--- src/rtl/mp64_cluster_bus_arb.sv ---
// Round-robin arbiter for the mp64_cluster shared memory bus; registers the winner's request onto bus_*.
// Optional bus locking for atomic sequences is enabled with `define MP64_CLUSTER_ARB_LOCK_EN.
module mp64_cluster_bus_arb #(
    parameter int N = 4
) (
    input  logic            clk,
    input  logic            rst,
    input  logic [N-1:0]    req_valid,
    input  logic [N*64-1:0] req_addr,
    input  logic [N*64-1:0] req_wdata,
    input  logic [N-1:0]    req_wen,
    input  logic [N*2-1:0]  req_size,
    input  logic [N-1:0]    req_lock,
    output logic [N-1:0]    req_ready,
    output logic [63:0]     req_rdata,
    output logic            bus_valid,
    output logic [63:0]     bus_addr,
    output logic [63:0]     bus_wdata,
    output logic            bus_wen,
    output logic [1:0]      bus_size,
    input  logic [63:0]     bus_rdata,
    input  logic            bus_ready,
    output logic [N-1:0]    arb_grant,
    output logic            bus_lock
);

    localparam int IW = (N > 1) ? $clog2(N) : 1;
    localparam logic [0:0] IDLE = 1'b0;
    localparam logic [0:0] BUSY = 1'b1;

    logic [0:0]    state;
    logic [IW-1:0] cur_idx;
    logic [IW-1:0] last_grant;
    logic [N-1:0]  eligible;
    logic [N-1:0]  cand;
    logic [IW-1:0] win_idx;

    // Lowest distance from last+1 (mod N) wins, so the last granted core ranks last.
    function automatic logic [IW-1:0] rr_pick(input logic [N-1:0] c, input logic [IW-1:0] last);
        logic [IW-1:0] pick;
        int idx;
        pick = last;
        for (int k = N; k >= 1; k--) begin
            idx = (int'(last) + k) % N;
            if (c[idx]) pick = IW'(idx);
        end
        return pick;
    endfunction

    function automatic logic [N-1:0] onehot(input logic [IW-1:0] i);
        logic [N-1:0] r;
        r    = '0;
        r[i] = 1'b1;
        return r;
    endfunction

`ifdef MP64_CLUSTER_ARB_LOCK_EN
    logic lock_held;
    assign eligible = lock_held ? onehot(cur_idx) : '1;
    assign bus_lock = lock_held;
`else
    logic lock_unused;
    assign lock_unused = ^req_lock;
    assign eligible    = '1;
    assign bus_lock    = 1'b0;
`endif

    assign cand      = req_valid & eligible;
    assign win_idx   = rr_pick(cand, last_grant);
    assign req_ready = (state == BUSY && bus_ready) ? onehot(cur_idx) : '0;
    assign req_rdata = bus_rdata;

    always_ff @(posedge clk or posedge rst) begin
        if (rst) begin
            state      <= IDLE;
            bus_valid  <= 1'b0;
            bus_addr   <= '0;
            bus_wdata  <= '0;
            bus_wen    <= 1'b0;
            bus_size   <= '0;
            arb_grant  <= '0;
            cur_idx    <= '0;
            last_grant <= IW'(N - 1);
`ifdef MP64_CLUSTER_ARB_LOCK_EN
            lock_held  <= 1'b0;
`endif
        end else begin
            case (state)
                IDLE: begin
                    if (|cand) begin
                        state     <= BUSY;
                        bus_valid <= 1'b1;
                        cur_idx   <= win_idx;
                        arb_grant <= onehot(win_idx);
                        bus_addr  <= req_addr[64*int'(win_idx) +: 64];
                        bus_wdata <= req_wdata[64*int'(win_idx) +: 64];
                        bus_wen   <= req_wen[win_idx];
                        bus_size  <= req_size[2*int'(win_idx) +: 2];
                    end
`ifdef MP64_CLUSTER_ARB_LOCK_EN
                    // An owner with a pending request keeps the lock through that transaction.
                    else if (lock_held && !req_lock[cur_idx]) begin
                        lock_held <= 1'b0;
                        arb_grant <= '0;
                    end
`endif
                end
                BUSY: begin
                    if (bus_ready) begin
                        state      <= IDLE;
                        bus_valid  <= 1'b0;
                        last_grant <= cur_idx;
`ifdef MP64_CLUSTER_ARB_LOCK_EN
                        if (req_lock[cur_idx]) begin
                            lock_held <= 1'b1;
                        end else begin
                            lock_held <= 1'b0;
                            arb_grant <= '0;
                        end
`else
                        arb_grant  <= '0;
`endif
                    end
                end
                default: state <= IDLE;
            endcase
        end
    end

endmodule
--- config.mk ---
export PLATFORM = sky130hd
export DESIGN_NAME = mp64_cluster_bus_arb
export DESIGN_NICKNAME = d
export VERILOG_FILES = /design/src/rtl/mp64_cluster_bus_arb.sv
export SDC_FILE = /design/constraint.sdc
export NUM_CORES = 1
export LEC_CHECK = 0
export CELL_PAD_IN_SITES_DETAIL_PLACEMENT = 0
export CELL_PAD_IN_SITES_GLOBAL_PLACEMENT = 2
export CORE_AREA = 2 2 310 312
export CTS_CLUSTER_SIZE = 14
export DETAILED_ROUTE_END_ITERATION = 10
export DIE_AREA = 0 0 312 314
export GPL_TIMING_DRIVEN = 0
export PLACE_DENSITY = 0.68
export SLEW_MARGIN = 10
export SYNTH_ARGS = -nofsm -noshare
export SYNTH_HDL_FRONTEND = slang
export SYNTH_SLANG_ARGS = --single-unit
--- constraint.sdc ---
create_clock -name clk -period 4.3 [get_ports clk]
set_input_delay 0.43 -clock clk [delete_from_list [all_inputs] [get_ports clk]]
set_output_delay 0.43 -clock clk [all_outputs]
set_load 0.01 [all_outputs]
==> flow_summary.json <==
{
  "cts_buffer_depth": 2,
  "max-cap-violations": 0,
  "path_delay_family": "compound AO/OA/AOI/OAI gates",
  "final-seq-area_um2": 3531,
  "p_sw_mw": 3.468,
  "final_hold_viol_count": 0,
  "yosysWarnings": 0,
  "finalWirelength_mm": 73.53,
  "place_ws_ns": -0.09394,
  "status": "finished, final reports clean",
  "final_cells": 3319,
  "path_cells": "buf_4 -> mux2_4 -> o221ai_4 -> a211oi_2 -> buf_2 -> buf_1 -> o2bb2ai_1 -> a211oi_1",
  "dpl.hpwl_mm": 60.20,
  "fillCellCount": 10790,
  "antenna_found_initial": 11,
  "drt-vias-per-instance": 3.672,
  "routedWlPerCell_um": 22.15,
  "grt_pass1_wl_mm": 100.2,
  "crit_path_end_kind": "register",
  "internal_power_mw": 5.041,
  "multi_input_area_um2": 4786,
  "power_frac_seq": 0.275,
  "clock-root-buffer": "clkbuf_16",
  "min_period_ns": 3.986,
  "grt_usage": 0.1462,
  "worst_slew_pin_slew_ns": 1.062,
  "sw_frac_of_total": 0.4076,
  "clkPwrFrac": 0.196,
  "grt.busiest_layer": "met2",
  "synthArstFlopShare": 1.000,
  "dr.pass1.iters": 5,
  "critPathKind": "register to register",
  "cts_tree": "built",
  "powerDensity_nw_per_um2": 440.0,
  "cp.required_ns": 4.63,
  "drcViolationCount": 0,
  "post_cts_resized": 0,
  "grtUsageMet1": 0.1702,
  "min_period_over_period": 0.9269,
  "syn-num-nets": 1879,
  "yosysMostFrequentCell": "nand2_1",
  "numCtsBuffers": 17,
  "synth_edf_count": 0,
  "syn_to_final_growth_pct": 98.23,
  "peakVddDrop_uv": 296.4,
  "fmax_ghz": 0.2509,
  "clock_sinks": 141,
  "clk_latency_ns": 0.51,
  "synth_area_um2": 9757,
  "fin_worst_skew_ns": 0.01958,
  "r2r-start": "last_grant[1]",
  "post_cts_buffers": 0,
  "port_buffers": 734,
  "hold_buffers": 0,
  "fin_ws_ns": 0.3145,
  "reg2reg_to": "bus_wdata[4]",
  "use_met3": 0.04717,
  "ff2ff_setup_slack_ns": 0.31,
  "worstSetupStartpoint": "last_grant[1]",
  "synth_commonest_cells": "274 x nand2_1, 139 x dfrtp_1, 135 x inv_1",
  "grt_max_degree": 77,
  "ys_types": 36,
  "finalSetupViolations": 0,
  "rsz0062_at_grt": "no",
  "postRouteAntennaNets": 0,
  "nNetsFinal": 2633,
  "drtIter0Drc": 478,
  "synth.avg_cell_area_um2": 7.623,
  "r2r_cells": 8,
  "start_util": 0.1033,
  "dieArea_um2": 97970,
  "place_inst": 3280,
  "start_kind": "register",
  "grt-ovfl-total": 0,
  "cp_num_cells": 8,
  "io_pins": 804,
  "critPathSlowestCell": "a211oi_2",
  "hold_class": "input port to async pin",
  "clk_pin_slew_ns": 0.07,
  "synth_largest_area_cell": "dfrtp_1",
  "grt_pass1_vias": 12940,
  "comb_power_share": 0.529,
  "synthFlopType": "dfrtp_1",
  "grt_use_met2": 0.2534,
  "die_h_um": 314,
  "synth_top_area_frac": 0.3565,
  "cp_data_arrival_time_ns": 4.32,
  "dr_total_vias": 12190,
  "synth-seq-cells": 141,
  "drive_above_1_share": 0.07230,
  "core_um2": 94450,
  "rows": 113,
  "slew_headroom": 0.2917,
  "synth.yosys.seq_area_share": 0.3619,
  "leakage_nw": 8.122,
  "worstPathMaxFanout": 10,
  "synth_area_leaders": "dfrtp_1 36%, o2bb2ai_1 12%, nand2_1 11%",
  "cpPeakStageDelay_ns": 0.79,
  "htreeDepth": 4,
  "gp_congestion": 0.8210,
  "cp.buffers_inverters": 3,
  "synth_cells": 1280,
  "fp.dieW_um": 312,
  "slew_viol_final": 0
}
==> area by class of cell <==
class                   instances  share of cell area
clock inverters                12            0.006857
diodes                          7           0.0009057
plain buffers                 167             0.04839
multi-input cells             837              0.2474
well taps                    1265             0.08183
inverters                     135             0.02659
clock buffers                  20             0.02413
repair buffers                735              0.3813
flip-flops and latches        141              0.1826
==> routing by layer <==
metal	wire, um	up-vias
met1	30100	5771
li1	-	5806
met3	5358	63
met5	49	-
met2	36210	538
met4	1809	8
==> power groups by stage <==
stage | combinational [mW] | clock, mW | sequential, mW
3_5_place_dp | 4.61 | 0 | 2.37
5_1_grt | 4.87 | 1.77 | 2.43
6_report | 4.50 | 1.67 | 2.34
4_1_cts | 4.63 | 1.77 | 2.35
3_3_place_gp | 4.62 | 0 | 2.35
2_1_floorplan | 1.49 | 0 | 2.55
==> kinds of logic after synthesis <==
group,share of synthesized area
buffers and inverters,0.1476
flip-flops,0.3619
multiplexers,0.004104
AO/OA/AOI/OAI,0.2319
other,0.0003843
AND/OR/NAND/NOR,0.2542
==> flip-flops by register name (all words and copies together), names as in the netlist <==
signal / count
state: 1
bus_size: 2
arb_grant: 4
bus_valid: 1
cur_idx: 2
bus_addr: 64
last_grant: 2
bus_wdata: 64
bus_wen: 1
==> worst max-delay path by stage <==
| stage | endpoint | slack (ns) |
|---|---|---|
| global placement | bus_addr[38] | -3.50 |
| floorplan | arb_grant[0] | 0.09 |
| global route | bus_wdata[4] | 0.18 |
| finish | bus_wdata[4] | 0.31 |
| CTS | bus_wdata[4] | 0.28 |
| detailed placement | bus_wdata[4] | -0.09 |
==> cells in the final DEF (no fill, tap or decap), types with 4 or more instances in the layout <==
master           count
nor2_1             134
o21ai_0              4
nand2_1            274
clkbuf_1            57
dfrtp_1            139
inv_1              134
nand3_1              4
clkinv_2             4
and3_1             131
o2bb2ai_1          130
diode_2              7
buf_1                8
inv_6                4
clkbuf_16           17
clkdlybuf4s50_1    734
buf_2               29
buf_4               70
a211oi_1           131
==> per-stage QoR <==
stage	TNS [ns]	cell area, um^2	utilization	power, mW	hold slack, ns
3_5_place_dp	-0.1658	18720	0.1983	6.977	0.4850
2_1_floorplan	0	9757	-	4.037	0.4727
6_report	0	19340	0.2048	8.510	0.3396
3_3_place_gp	-482.97	18690	0.1979	6.973	0.4769
4_1_cts	0	19320	0.2046	8.746	0.3347
5_1_grt	0	19320	0.2046	9.069	0.3642
(Power assumes the default switching activity.)
